<file path="config.mk">
export PLATFORM = sky130hd
export DESIGN_NAME = vigna_bus_arbiter_flat
export DESIGN_NICKNAME = d
export VERILOG_FILES = /design/src/rtl/vigna_bus_arbiter_if.sv /design/src/rtl/vigna_bus_arbiter.sv /design/src/flat_wrapper.sv
export SDC_FILE = /design/constraint.sdc
export NUM_CORES = 1
export LEC_CHECK = 0
export ABC_CLOCK_PERIOD_IN_PS = 3860
export CAP_MARGIN = 20
export CORE_AREA = 2 2 117 119
export CTS_BUF_LIST = sky130_fd_sc_hd__clkbuf_16
export DETAILED_ROUTE_END_ITERATION = 8
export DIE_AREA = 0 0 119 121
export PLACE_DENSITY = 0.82
export SKIP_CTS_REPAIR_TIMING = 1
export SYNTH_ARGS = -nofsm -noshare
export SYNTH_HDL_FRONTEND = slang
export SYNTH_SLANG_ARGS = --single-unit
export TNS_END_PERCENT = 30
</file>
<file path="constraint.sdc">
create_clock -name clk -period 3.86 [get_ports clk]
set_clock_uncertainty 0.1 [all_clocks]
set_input_delay 0.772 -clock clk [delete_from_list [all_inputs] [get_ports clk]]
set_output_delay 0.772 -clock clk [all_outputs]
set_load 0.01 [all_outputs]
</file>
<file path="src/rtl/vigna_bus_arbiter_if.sv">
`default_nettype none
// +----------------------------------------------------------------------+
// | vigna_bus_arbiter_if                                                 |
// | Instruction, data and shared memory bus bundle for the arbiter.      |
// | Revision: 1.0                                                        |
// +----------------------------------------------------------------------+
interface vigna_bus_arbiter_if;
    logic        i_valid;
    logic        i_ready;
    logic [31:0] i_addr;
    logic [31:0] i_rdata;
    logic        d_valid;
    logic        d_ready;
    logic [31:0] d_addr;
    logic [31:0] d_wdata;
    logic [3:0]  d_wstrb;
    logic [31:0] d_rdata;
    logic        m_valid;
    logic        m_ready;
    logic [31:0] m_addr;
    logic [31:0] m_wdata;
    logic [3:0]  m_wstrb;
    logic [31:0] m_rdata;
    logic        bus_err;
    logic [31:0] err_addr;

    // The arbiter itself takes the slave view.
    modport slave (
        input  i_valid, i_addr, d_valid, d_addr, d_wdata, d_wstrb, m_ready, m_rdata,
        output i_ready, i_rdata, d_ready, d_rdata, m_valid, m_addr, m_wdata, m_wstrb,
        output bus_err, err_addr
    );

    modport master (
        output i_valid, i_addr, d_valid, d_addr, d_wdata, d_wstrb, m_ready, m_rdata,
        input  i_ready, i_rdata, d_ready, d_rdata, m_valid, m_addr, m_wdata, m_wstrb,
        input  bus_err, err_addr
    );
endinterface
`default_nettype wire

</file>
<file path="src/rtl/vigna_bus_arbiter.sv">
`default_nettype none
// +----------------------------------------------------------------------+
// | vigna_bus_arbiter                                                    |
// | Two-to-one i/d memory port arbiter with optional no-response timeout.|
// | Revision: 1.0                                                        |
// +----------------------------------------------------------------------+
module vigna_bus_arbiter #(
    parameter bit          ROUND_ROBIN = 1'b1,
    parameter int unsigned TIMEOUT     = 0
) (
    input  wire logic          clk,
    input  wire logic          resetn,
    vigna_bus_arbiter_if.slave bus
);
    typedef enum logic [1:0] {
        ST_IDLE  = 2'd0,
        ST_ISSUE = 2'd1,
        ST_RESP  = 2'd2
    } state_t;

    localparam logic [15:0] TO_LAST = (TIMEOUT == 0) ? 16'd0 : 16'(TIMEOUT - 1);

    state_t      state_q,    state_d;
    logic        grant_q,    grant_d;     // 1 = d granted
    logic        last_q,     last_d;      // 1 = d granted last
    logic [15:0] cnt_q,      cnt_d;
    logic        m_valid_q,  m_valid_d;
    logic [31:0] m_addr_q,   m_addr_d;
    logic [31:0] m_wdata_q,  m_wdata_d;
    logic [3:0]  m_wstrb_q,  m_wstrb_d;
    logic        i_ready_q,  i_ready_d;
    logic        d_ready_q,  d_ready_d;
    logic [31:0] resp_q,     resp_d;
    logic        bus_err_q,  bus_err_d;
    logic [31:0] err_addr_q, err_addr_d;

    logic        pick_d;
    logic        timeout_fire;

    always_comb begin
        state_d      = state_q;
        grant_d      = grant_q;
        last_d       = last_q;
        cnt_d        = cnt_q;
        m_valid_d    = m_valid_q;
        m_addr_d     = m_addr_q;
        m_wdata_d    = m_wdata_q;
        m_wstrb_d    = m_wstrb_q;
        i_ready_d    = 1'b0;
        d_ready_d    = 1'b0;
        resp_d       = resp_q;
        bus_err_d    = 1'b0;
        err_addr_d   = err_addr_q;
        // On a tie d wins unless round-robin says d went last.
        pick_d       = bus.d_valid && (!bus.i_valid || !ROUND_ROBIN || !last_q);
        timeout_fire = (TIMEOUT != 0) && (cnt_q == TO_LAST) && !bus.m_ready;

        case (state_q)
            ST_IDLE: begin
                if (bus.i_valid || bus.d_valid) begin
                    grant_d   = pick_d;
                    m_addr_d  = pick_d ? bus.d_addr  : bus.i_addr;
                    m_wdata_d = pick_d ? bus.d_wdata : 32'd0;
                    m_wstrb_d = pick_d ? bus.d_wstrb : 4'd0;
                    m_valid_d = 1'b1;
                    cnt_d     = 16'd0;
                    state_d   = ST_ISSUE;
                end
            end
            ST_ISSUE: begin
                if (bus.m_ready || timeout_fire) begin
                    resp_d    = bus.m_ready ? bus.m_rdata : 32'd0;
                    m_valid_d = 1'b0;
                    last_d    = grant_q;
                    i_ready_d = !grant_q;
                    d_ready_d = grant_q;
                    state_d   = ST_RESP;
                    if (!bus.m_ready) begin
                        bus_err_d  = 1'b1;
                        err_addr_d = m_addr_q;
                    end
                end else if (TIMEOUT != 0) begin
                    cnt_d = cnt_q + 16'd1;
                end
            end
            ST_RESP: begin
                state_d = ST_IDLE;
            end
            default: begin
                state_d   = ST_IDLE;
                m_valid_d = 1'b0;
            end
        endcase
    end

    always_ff @(posedge clk or negedge resetn) begin
        if (!resetn) begin
            state_q    <= ST_IDLE;
            grant_q    <= 1'b0;
            last_q     <= 1'b0;
            cnt_q      <= 16'd0;
            m_valid_q  <= 1'b0;
            m_addr_q   <= 32'd0;
            m_wdata_q  <= 32'd0;
            m_wstrb_q  <= 4'd0;
            i_ready_q  <= 1'b0;
            d_ready_q  <= 1'b0;
            resp_q     <= 32'd0;
            bus_err_q  <= 1'b0;
            err_addr_q <= 32'd0;
        end else begin
            state_q    <= state_d;
            grant_q    <= grant_d;
            last_q     <= last_d;
            cnt_q      <= cnt_d;
            m_valid_q  <= m_valid_d;
            m_addr_q   <= m_addr_d;
            m_wdata_q  <= m_wdata_d;
            m_wstrb_q  <= m_wstrb_d;
            i_ready_q  <= i_ready_d;
            d_ready_q  <= d_ready_d;
            resp_q     <= resp_d;
            bus_err_q  <= bus_err_d;
            err_addr_q <= err_addr_d;
        end
    end

    assign bus.m_valid  = m_valid_q;
    assign bus.m_addr   = m_addr_q;
    assign bus.m_wdata  = m_wdata_q;
    assign bus.m_wstrb  = m_wstrb_q;
    assign bus.i_ready  = i_ready_q;
    assign bus.d_ready  = d_ready_q;
    assign bus.i_rdata  = resp_q;
    assign bus.d_rdata  = resp_q;
    assign bus.bus_err  = bus_err_q;
    assign bus.err_addr = err_addr_q;
endmodule
`default_nettype wire

</file>
<file path="src/flat_wrapper.sv">
// flat-port wrapper written by rule: the top's interface ports become plain ports
module vigna_bus_arbiter_flat 
#(
    parameter bit          ROUND_ROBIN = 1'b1,
    parameter int unsigned TIMEOUT     = 0
)
  (clk, resetn, bus_i_valid, bus_i_addr, bus_d_valid, bus_d_addr, bus_d_wdata, bus_d_wstrb, bus_m_ready, bus_m_rdata, bus_i_ready, bus_i_rdata, bus_d_ready, bus_d_rdata, bus_m_valid, bus_m_addr, bus_m_wdata, bus_m_wstrb, bus_bus_err, bus_err_addr);
  vigna_bus_arbiter_if bus_i ();
  input  wire logic clk;
  input  wire logic resetn;
  input wire logic [$bits(bus_i.i_valid)-1:0] bus_i_valid;
  input wire logic [$bits(bus_i.i_addr)-1:0] bus_i_addr;
  input wire logic [$bits(bus_i.d_valid)-1:0] bus_d_valid;
  input wire logic [$bits(bus_i.d_addr)-1:0] bus_d_addr;
  input wire logic [$bits(bus_i.d_wdata)-1:0] bus_d_wdata;
  input wire logic [$bits(bus_i.d_wstrb)-1:0] bus_d_wstrb;
  input wire logic [$bits(bus_i.m_ready)-1:0] bus_m_ready;
  input wire logic [$bits(bus_i.m_rdata)-1:0] bus_m_rdata;
  output wire logic [$bits(bus_i.i_ready)-1:0] bus_i_ready;
  output wire logic [$bits(bus_i.i_rdata)-1:0] bus_i_rdata;
  output wire logic [$bits(bus_i.d_ready)-1:0] bus_d_ready;
  output wire logic [$bits(bus_i.d_rdata)-1:0] bus_d_rdata;
  output wire logic [$bits(bus_i.m_valid)-1:0] bus_m_valid;
  output wire logic [$bits(bus_i.m_addr)-1:0] bus_m_addr;
  output wire logic [$bits(bus_i.m_wdata)-1:0] bus_m_wdata;
  output wire logic [$bits(bus_i.m_wstrb)-1:0] bus_m_wstrb;
  output wire logic [$bits(bus_i.bus_err)-1:0] bus_bus_err;
  output wire logic [$bits(bus_i.err_addr)-1:0] bus_err_addr;
  assign bus_i.i_valid = bus_i_valid;
  assign bus_i.i_addr = bus_i_addr;
  assign bus_i.d_valid = bus_d_valid;
  assign bus_i.d_addr = bus_d_addr;
  assign bus_i.d_wdata = bus_d_wdata;
  assign bus_i.d_wstrb = bus_d_wstrb;
  assign bus_i.m_ready = bus_m_ready;
  assign bus_i.m_rdata = bus_m_rdata;
  assign bus_i_ready = bus_i.i_ready;
  assign bus_i_rdata = bus_i.i_rdata;
  assign bus_d_ready = bus_i.d_ready;
  assign bus_d_rdata = bus_i.d_rdata;
  assign bus_m_valid = bus_i.m_valid;
  assign bus_m_addr = bus_i.m_addr;
  assign bus_m_wdata = bus_i.m_wdata;
  assign bus_m_wstrb = bus_i.m_wstrb;
  assign bus_bus_err = bus_i.bus_err;
  assign bus_err_addr = bus_i.err_addr;
  vigna_bus_arbiter #(.ROUND_ROBIN(ROUND_ROBIN), .TIMEOUT(TIMEOUT)) u_core (.clk(clk), .resetn(resetn), .bus(bus_i));
endmodule
</file>
; Word level (Yosys, flattened, before mapping)
; Cells that the tools add are included.
[totals]
inputBits = 137
wordCells = 39
output_inout_bits = 168
regBits = 107
[classes]
reduce_logical = 11
mux = 13
bitwise_logic = 1
n_eq_ne = 4
[ops]
columns = op, n
row1 = two-way mux 32 bit, 2
row2 = two-way mux 1 bit, 6
row3 = AND reduction 2 bit, 3
row4 = two-way mux 2 bit, 2
row5 = two-way mux 4 bit, 1
row6 = one-hot mux 2 bit (2 select lines), 1
row7 = zero test 1 bit, 3
row8 = one-hot mux 1 bit (3 select lines), 1
row9 = AND reduction 3 bit, 1
row10 = "== test 2 x 1 -> 1 bit, second input constant", 1
row11 = "== test 2 bit, second input constant", 1
row12 = zero test 2 bit, 1
row13 = logical OR 1 bit, 2
row14 = "inequality test 2 x 1 -> 1 bit, second input constant", 1
row15 = "inequality test 2 bit, second input constant", 1
row16 = logical AND 1 bit, 1
row17 = inverter 1 bit, 1

; Logic depth before layout (Yosys ltp)
; Gate-level depths: netlist of the first run.
[logic_depth]
ltp_word = 4
depth_mapped = 5
depth_no_buf = 4

; Worst setup path before layout of the first run
; No wires, ideal clock.
[synth_timing]
kind = in2reg
from = input bus_d_valid
to = register u_core.m_addr_q[10], in the netlist u_core.bus.m_addr[10]
stages = 5
setup_time_ns = 0.125
n_path_buf = 2
slack_ns = 1.865
required_time_ns = 3.635
t_arrival_ns = 1.770
path_cell_list = a21bo_1 > buf_6 > buf_6 > mux2_4 > mux2_2
[synth_between]
elab_chain_len = 2
elab_cells_between_ends = 4
[synth_lines]
columns = element, line_no
row1 = start: declaration, flat_wrapper.sv:13  ; input wire logic [$bits(bus_i.d_valid)-1:0] bus_d_valid;
row2 = logical AND 1 bit or logical OR 1 bit (tied branches), "vigna_bus_arbiter.sv:55, vigna_bus_arbiter.sv:60"
row3 = two-way mux 32 bit or AND reduction 2 bit (tied branches), n/a
row4 = end signal: assignment, vigna_bus_arbiter.sv:117  ; m_addr_q <= m_addr_d;
row5 = end: declaration, vigna_bus_arbiter.sv:28  ; logic [31:0] m_addr_q, m_addr_d;
; Parallel ways exist; a longest one is shown, timed or not.
; A chain may end at the register's enable or synchronous reset.

; Worst setup path in the final report of the first run
[layout_timing]
from = input bus_i_valid
to = register u_core.m_addr_q[31], in the netlist u_core.bus.m_addr[31]
[layout_between]
elab_chain_len = 4
elab_cells_between_ends = 6
[layout_lines]
columns = element, line_no
row1 = start: declaration, flat_wrapper.sv:11  ; input wire logic [$bits(bus_i.i_valid)-1:0] bus_i_valid;
row2 = zero test 1 bit, vigna_bus_arbiter.sv:55  ; pick_d = bus.d_valid && (!bus.i_valid || !ROUND_ROBIN || !last_q);
row3 = logical OR 1 bit, vigna_bus_arbiter.sv:55
row4 = logical AND 1 bit, vigna_bus_arbiter.sv:55
row5 = two-way mux 32 bit, vigna_bus_arbiter.sv:62  ; m_addr_d = pick_d ? bus.d_addr : bus.i_addr;
; Parallel ways exist; a longest one is shown, timed or not.

==> results of run 1 <==
## path summary, 6_finish.rpt
check | to | slack, ps | start
max in group asynchronous | u_core.bus.m_wdata[31] | 2400 | resetn
min in group clk | u_core.bus.i_ready | 350 | u_core.grant_q
min reg2reg | u_core.bus.i_ready | 350 | u_core.grant_q
min | u_core.bus.m_addr[22] | 330 | resetn
max | u_core.bus.m_addr[31] | 1340 | bus_i_valid
max reg2reg | u_core.bus.m_addr[2] | 1920 | u_core.state_q[0]
## per-stage QoR
step                      instance area, sq um  utilization (%)  power [W]  worst slack, ps  cells
after floorplan                           5010                -   0.003345             1865    436
after global placement                    7392            56.49   0.004710             1012    804
after detailed placement                  7420            56.70   0.004814            993.0    805
after CTS                                 7809            59.68   0.006020             1371    821
after global routing                      7809            59.68   0.006251             1277    821
final                                     7809            59.68   0.005949             1344    821
## kinds of logic (layout without fill, tap and decap cells)
family                 count (synthesis)  count (layout)  share of synthesized area (%)
DFF                                  107             107                          54.76
and+or+nand+nor                      104             104                          8.419
buffers and inverters                 86             295                          12.44
muxes                                 64              64                          17.04
AOI/OAI and AO/OA                     42              42                          7.267
other                                  1              33                        0.07669
## worst register-to-register path, stage by stage, from the launching register on
cell	delay (ps)
dfrtp_1	450
nor2_1	110
o21ai_4	60
buf_4	640
mux2_2	470
## power breakdown
part | total [W] | internal (W) | switching, W | leakage [nW]
Clock | 0.00118 | 0.000765 | 0.000412 | 0.190
Combinational | 0.00280 | 0.00168 | 0.00112 | 2.03
Sequential | 0.00197 | 0.00163 | 0.000345 | 1.33
## per-layer routing
metal,vias to the layer above,GRT usage (%)
met5,-,0
met4,0,7.515
li1,1723,-
met3,17,3.712
met1,1848,20.33
met2,157,33.44
## Yosys cell counts
cell type	instances	area, sq um
a22o_1	36	315.3
and2_1	1	6.260
nor2_1	2	7.510
conb_1	1	3.750
dfrtp_1	107	2678
a21o_1	2	15.01
buf_6	4	45.04
nor3_4	1	16.27
o21ai_1	1	5.000
mux2_2	34	382.9
nand2b_1	1	6.260
clkbuf_1	7	26.28
a21bo_1	1	10.01
o21ai_0	2	10.01
buf_4	65	488.0
buf_2	9	45.04
nand2_1	98	367.9
nand3b_1	1	7.510
clkinv_1	1	3.750
mux2_4	30	450.4
## cell type report
| class | count | area share, % |
|---|---|---|
| Multi-Input combinational cell | 243 | 22.22 |
| Sequential cell | 107 | 34.29 |
| Clock inverter | 7 | 2.099 |
| Inverter | 1 | 0.04807 |
| Timing Repair Buffer | 278 | 35.64 |
| Tap cell | 176 | 2.820 |
| Clock buffer | 9 | 2.884 |
## flip-flops by register name, summed over array words and instances, names as in the netlist
name,cells
u_core.bus.d_rdata,32
u_core.bus.d_ready,1
u_core.bus.i_ready,1
u_core.bus.m_addr,32
u_core.bus.m_valid,1
u_core.bus.m_wdata,32
u_core.bus.m_wstrb,4
u_core.grant_q,1
u_core.last_q,1
u_core.state_q,2
==> metrics.md, run 1 <==
| Metric | Value |
|---|---|
| Status | `finished clean` |
| First-pass GRT wire length | `20340 microns` |
| VDD IR max | `0.3301 mV` |
| Endpoints failing hold | `0` |
| CTS tree | `built` |
| Crit path max-delay family | `buffers and inverters` |
| FF+latch area | `2678 sq um` |
| Final hold slack | `333.9 ps` |
| Path category of the worst min-delay check | `in -> async` |
| Levels on crit path | `5` |
| I/O pins | `305` |
| RSZ-0062 raised after global routing | `no` |
| Vias per cell | `4.562` |
| Die height | `121 microns` |
| Min cycle time layout | `2516 ps` |
| Routed wl met3 | `747 microns` |
| DR WL/cell | `16.36 microns` |
| DRC | `0` |
| Most common cell after layout, fill and taps aside | `clkdlybuf4s50_1` |
| CP Launch Type | `input port` |
| Worst-path cell chain | `clkdlybuf4s50_1 -> a21bo_2 -> buf_4 -> mux2_2 -> mux2_2` |
| Syn-to-layout area delta | `59.70%` |
| Wl on met1 | `5179 microns` |
| Max layer used | `met4` |
| Mapped Area | `4890 sq um` |
| Critical path required time | `3990 ps` |
| Metal2 WL | `7238 microns` |
| CP Capture Type | `flip-flop` |
| Gate Count Post-Synth | `404` |
| Largest stage delay on the critical path | `530 ps` |
| Fmax | `0.3975 GHz` |
| Max clock buf depth | `2` |
| Number of global-route vias before repair | `3803` |
| Total GRT Usage | `18.13%` |
| Crit Path Category | `in -> reg` |
| Root Buffer | `clkbuf_16` |
| Layout cells sized above 1 | `14.11%` |
| CTS Buf Count | `9` |
| Core Box Area | `13090 sq um` |
| Worst slew pin tran | `848.4 ps` |
| Area of the multi-input gates | `1735 sq um` |
| Yosys reg bits | `107` |
| Average size of a mapped cell | `12.10 sq um` |
| Max-slew headroom | `43.44%` |
| Pleak | `3.549 nW` |
| Antenna-violating nets left | `0` |
| CP max FO | `33` |
| Crit path buffers/inverters | `2` |
| Nets@finish | `777` |
| DP HPWL | `9954 microns` |
| Pwr dens | `761.8 nW/um^2` |
| GPL Wtd Cong | `0.7698` |
| Die span in x | `119 microns` |
| Fin. max-slew vios | `0` |
| Num rows | `42` |
| Final worst path period share | `65.17%` |
| Register area share after synthesis | `54.76%` |
| Initial DRC count | `134` |
| Synthesis Warnings | `0` |
| Routed wire length | `13430 microns` |
| Synth cell types | `20` |
| Fill count | `1043` |
| Worst Reg2Reg Path Length in Cells | `4` |
| Max Cap Viol | `0` |
| Commonest non-fill, non-tap cells in the layout | `clkdlybuf4s50_1, dfrtp_1, nand2_1` |
| Setup TNS | `0 ps` |
| Worst EP arrival | `2650 ps` |
| Initial antenna violation count | `0` |
| # diodes | `0` |
| Via count | `3745` |
| # clock sinks | `107` |
| Total gr overflow | `0` |
| 1st-pass router iterations | `4` |
| Starting density of the core | `37.37%` |
| Slowest-stage cell, CP | `clkdlybuf4s50_1` |
| H-Tree Depth | `3` |
| Final setup fails | `0` |
| Largest net degree at the start of global routing | `72` |
| Skew-Pair Late Insertion Delay | `340 ps` |
| Most used cell, CP | `mux2_2` |
| Port buffer count | `271` |
| Clk slew on worst S/H paths | `70 ps` |
| Die area | `14400 sq um` |
(Power assumes the default switching activity.)
==> run 2, diff against run 1 <==
ABC_CLOCK_PERIOD_IN_PS = 2300   (was 3860)
CORE_AREA = not set   (was 2 2 117 119)
CORE_MARGIN = 1   (was not set)
CORE_UTILIZATION = 34   (was not set)
DIE_AREA = not set   (was 0 0 119 121)
PLACE_DENSITY = 0.79   (was 0.82)
clock period = 2.3 ns   (was 3.86 ns; I/O delays follow)
==> metrics.md, run 2 (synthesis gave the netlist of run 1 again) <==
| Metric | Value |
|---|---|
| Max Cap Viol | `0` |
| Most used cell, CP | `mux2_2` |
| VDD IR max | `0.6143 mV` |
| Number of global-route vias before repair | `3686` |
| Crit path buffers/inverters | `2` |
| Total GRT Usage | `17.57%` |
| DR WL/cell | `15.83 microns` |
| DP HPWL | `9654 microns` |
| Clk slew on worst S/H paths | `70 ps` |
| RSZ-0062 raised after global routing | `no` |
| First-pass GRT wire length | `19780 microns` |
| Worst EP arrival | `2020 ps` |
| CP Launch Type | `input port` |
| DRC | `0` |
| Core Box Area | `13930 sq um` |
| Commonest non-fill, non-tap cells in the layout | `clkdlybuf4s50_1, dfrtp_1, nand2_1` |
| Initial antenna violation count | `0` |
| Total gr overflow | `0` |
| Routed wire length | `13060 microns` |
| Gr busiest metal | `met2` |
| Initial DRC count | `119` |
| Path category of the worst min-delay check | `in -> async` |
| Root Buffer | `clkbuf_16` |
| CP max FO | `33` |
| Crit path max-delay family | `buffers and inverters` |
| CP Capture Type | `flip-flop` |
| Crit Path Category | `in -> reg` |
| Endpoints failing hold | `0` |
| Max clock buf depth | `2` |
| Fin. max-slew vios | `0` |
| # clock sinks | `107` |
| GPL Wtd Cong | `0.8039` |
| CTS Buf Count | `9` |
| 1st-pass router iterations | `4` |
| I/O pins | `305` |
| Met2 Track Usage GR | `30.97%` |
| Skew-Pair Late Insertion Delay | `340 ps` |
| Worst-path cell chain | `clkdlybuf4s50_1 -> a21bo_2 -> buf_12 -> mux2_2 -> mux2_2` |
| Met1 usage | `20.10%` |
| Worst slew pin tran | `572.9 ps` |
| Area of the multi-input gates | `1735 sq um` |
| Die span in x | `121.9 microns` |
| Layout cells sized above 1 | `13.64%` |
| Most common cell after layout, fill and taps aside | `clkdlybuf4s50_1` |
| H-Tree Depth | `3` |
| Largest net degree at the start of global routing | `108` |
| Port buffer count | `271` |
| Setup TNS | `0 ps` |
| Antenna-violating nets left | `0` |
| Via count | `3709` |
| Vias per cell | `4.496` |
| Fmax | `0.5298 GHz` |
| Max-slew headroom | `61.81%` |
| Slowest-stage cell, CP | `clkdlybuf4s50_1` |
| Final setup fails | `0` |
| Met3 Usage GRT | `5.665%` |
| Fill count | `1180` |
| Nets@finish | `779` |
| Min cycle time layout | `1887 ps` |
| Die height | `121.9 microns` |
| Largest stage delay on the critical path | `480 ps` |
| Die area | `14860 sq um` |
| Starting density of the core | `35.09%` |
| Critical path required time | `2440 ps` |
| Overall power | `0.009419 W` |
| Num rows | `43` |
| Status | `finished clean` |
| Final Cell Area | `7731 sq um` |
| Syn-to-layout area delta | `58.11%` |
| Final worst path period share | `82.06%` |
| CTS tree | `built` |
| Dpl cell area | `7482 sq um` |
| # diodes | `0` |
| FF+latch area | `2678 sq um` |
| Pwr dens | `1218 nW/um^2` |
| Pleak | `3.505 nW` |
==> run 2: changes by cell type in the layout (fill, tap and decap cells not counted), moves of 2 or more <==
cell	delta
buf_12	+5
bufinv_16	-5
buf_4	-2
clkinv_1	+2
==> run 2: per-layer routing <==
layer / routed length [microns] / up-vias
met4: 182 / 0
met1: 5050 / 1815
li1: - / 1725
met5: 0 / -
met2: 6845 / 154
met3: 979 / 15
==> run 2: worst paths after layout <==
path,slack (ps),end,cells past startpoint,start
worst max-delay path,410,u_core.bus.m_addr[31],5,bus_i_valid
worst min-delay path,70,u_core.bus.d_rdata[15],2,resetn
worst max register to register,610,u_core.bus.m_wdata[1],5,u_core.state_q[0]
worst min register to register,370,u_core.bus.i_ready,1,u_core.grant_q
max in group asynchronous,1590,u_core.bus.m_wdata[0],2,resetn
min in group clk,370,u_core.bus.i_ready,1,u_core.grant_q
==> run 2: area by class of cell <==
| class | instances | share of cell area [%] |
|---|---|---|
| Timing Repair Buffer | 280 | 36.74 |
| Sequential cell | 107 | 34.63 |
| Multi-Input combinational cell | 243 | 22.45 |
| Clock buffer | 9 | 2.913 |
| Tap cell | 180 | 2.913 |
| Clock inverter | 5 | 0.3075 |
| Inverter | 1 | 0.04855 |
==> run 2: stage by stage <==
| stage | hold WS, ps | worst slack (ps) | std cells | util (%) |
|---|---|---|---|---|
| 3_5_place_dp | 355.8 | 47.08 | 811 | 53.69 |
| 3_3_place_gp | 334.3 | 81.37 | 811 | 53.69 |
| 4_1_cts | 101.6 | 399.2 | 825 | 55.48 |
| 2_1_floorplan | 64.41 | 617.2 | 436 | - |
| 6_report | 67.16 | 412.6 | 825 | 55.48 |
| 5_1_grt | 123.5 | 368.4 | 825 | 55.48 |
==> run 2: report_power, final <==
part / internal, W / switching (W) / total, W / leakage (nW)
registers: 0.00273 / 0.000570 / 0.00330 / 1.33
logic: 0.00287 / 0.00189 / 0.00476 / 2.06
clock network: 0.000709 / 0.000647 / 0.00136 / 0.123
==> run 3, diff against run 2 <==
ABC_CLOCK_PERIOD_IN_PS = 1600   (was 2300)
clock period = 1.6 ns   (was 2.3 ns; I/O delays follow)
==> metrics.md, run 3 (synthesis gave the netlist of run 1 again) <==
| Metric | Value |
|---|---|
| Starting density of the core | `35.09%` |
| GPL Wtd Cong | `0.8104` |
| DP HPWL | `10200 microns` |
| Endpoints failing hold | `0` |
| Via count | `3822` |
| # clock sinks | `107` |
| Worst-path cell chain | `a21bo_4 -> clkbuf_16 -> mux2_4 -> mux2_2` |
| Root Buffer | `clkbuf_16` |
| Largest stage delay on the critical path | `400 ps` |
| Nets@finish | `793` |
| Initial DRC count | `129` |
| Failing checks | `setup timing` |
| Fin. max-slew vios | `0` |
| Vias per cell | `4.545` |
| Final worst path period share | `105.8%` |
| Final WS setup | `-92.62 ps` |
| Sw frac | `34.19%` |
| Worst EP arrival | `1820 ps` |
| Crit Path Category | `reg -> reg` |
| Pwr dens | `1635 nW/um^2` |
| Initial antenna violation count | `0` |
| Die span in x | `121.9 microns` |
| Int Power | `0.008925 W` |
| Total GRT Usage | `18.34%` |
| Fill count | `1079` |
| Antenna-violating nets left | `0` |
| CP Capture Type | `flip-flop` |
| Crit path buffers/inverters | `1` |
| Slowest-stage cell, CP | `dfrtp_1` |
| Layout cells sized above 1 | `15.73%` |
| H-Tree Depth | `3` |
| First-pass GRT wire length | `20510 microns` |
| Fmax | `0.5908 GHz` |
| DRC | `0` |
| Combinational share of power | `50.3%` |
| # diodes | `0` |
| Pleak | `5.253 nW` |
| Final Cell Area | `8294 sq um` |
| Die height | `121.9 microns` |
| Number of global-route vias before repair | `3993` |
| Syn-to-layout area delta | `69.63%` |
| I/O pins | `305` |
| DR WL/cell | `17.39 microns` |
| Area of the multi-input gates | `1753 sq um` |
| Max clock buf depth | `2` |
| Core Box Area | `13930 sq um` |
| Final setup fails | `66` |
| CP max FO | `16` |
| Port buffer count | `271` |
| RSZ-0062 raised after global routing | `yes` |
| Min cycle time layout | `1693 ps` |
| Clk slew on worst S/H paths | `70 ps` |
| Path category of the worst min-delay check | `in -> async` |
| Clk pwr share | `15.1%` |
| Max Cap Viol | `0` |
| Crit path max-delay family | `multiplexers` |
| Commonest non-fill, non-tap cells in the layout | `dlymetal6s2s_1, clkdlybuf4s50_1, dfrtp_1` |
| FF+latch area | `2678 sq um` |
| Sw power | `0.004636 W` |
| Total gr overflow | `0` |
| Sequential share of power | `34.6%` |
| Status | `complete, but fails checks` |
| 1st-pass router iterations | `4` |
| CP Launch Type | `flip-flop` |
| CTS Buf Count | `9` |
| Critical path required time | `1730 ps` |
| Largest net degree at the start of global routing | `41` |
| Routed wire length | `14620 microns` |
| CTS tree | `built` |
| Most common cell after layout, fill and taps aside | `dlymetal6s2s_1` |
| Dpl cell area | `7567 sq um` |
| Die area | `14860 sq um` |
| VDD IR max | `0.8045 mV` |
| Skew-Pair Late Insertion Delay | `340 ps` |
| Final hold slack | `324.1 ps` |
| Num rows | `43` |
## run 3: worst reg2reg max path: stages, from the launching register on
cell and delay, ps:
dfrtp_1 400, a21bo_4 280, clkbuf_16 230, mux2_4 310, mux2_2 260
## run 3: worst paths after layout
check / depth (start not counted) / startpoint / slack (ps) / end
min: 2 / resetn / 320 / u_core.bus.d_rdata[11]
max in group asynchronous: 3 / resetn / 530 / u_core.bus.m_wdata[15]
min reg2reg: 1 / u_core.grant_q / 340 / u_core.bus.i_ready
max reg2reg: 4 / u_core.last_q / -90 / u_core.bus.m_addr[25]
max: 4 / u_core.last_q / -90 / u_core.bus.m_addr[25]
min in group clk: 1 / u_core.grant_q / 340 / u_core.bus.i_ready
## run 3: per-layer routing
layer | vias to the layer above | part of all wire, % | track usage, %
li1 | 1758 | - | -
met1 | 1877 | 39 | 20.38
met2 | 164 | 53 | 32.73
met3 | 23 | 6.4 | 3.792
met4 | 0 | 2.3 | 9.722
met5 | - | 0 | 0
## run 3: power by group through the flow
stage / clock [W] / combinational [W] / sequential [W]
finish: 0.00205 / 0.00682 / 0.00469
detailed placement: 0 / 0.00709 / 0.00477
CTS: 0.00212 / 0.00711 / 0.00475
floorplan: 0 / 0.00287 / 0.00520
global route: 0.00221 / 0.00727 / 0.00483
global placement: 0 / 0.00692 / 0.00471
## run 3: layout make-up
type                       instances  area share, %
timing repair buffer             294          40.58
sequential                       107          32.28
multi-input combinational        243          21.13
clock buffer                       9          2.715
tap                              180          2.715
clock inverter                     7         0.5280
inverter                           1        0.04526
## run 3: per-stage QoR
stage               worst slack [ps]  setup TNS, ps  cells  power, W  utilization, %
floorplan                      43.25              0    436  0.008070               -
global placement              -486.0         -31040    819   0.01163           54.31
detailed placement            -501.1         -33190    819   0.01187           54.31
CTS                           -188.8         -16830    835   0.01398           56.24
global route                  -122.1          -5066    841   0.01431           59.52
finish                        -92.62          -2309    841   0.01356           59.52
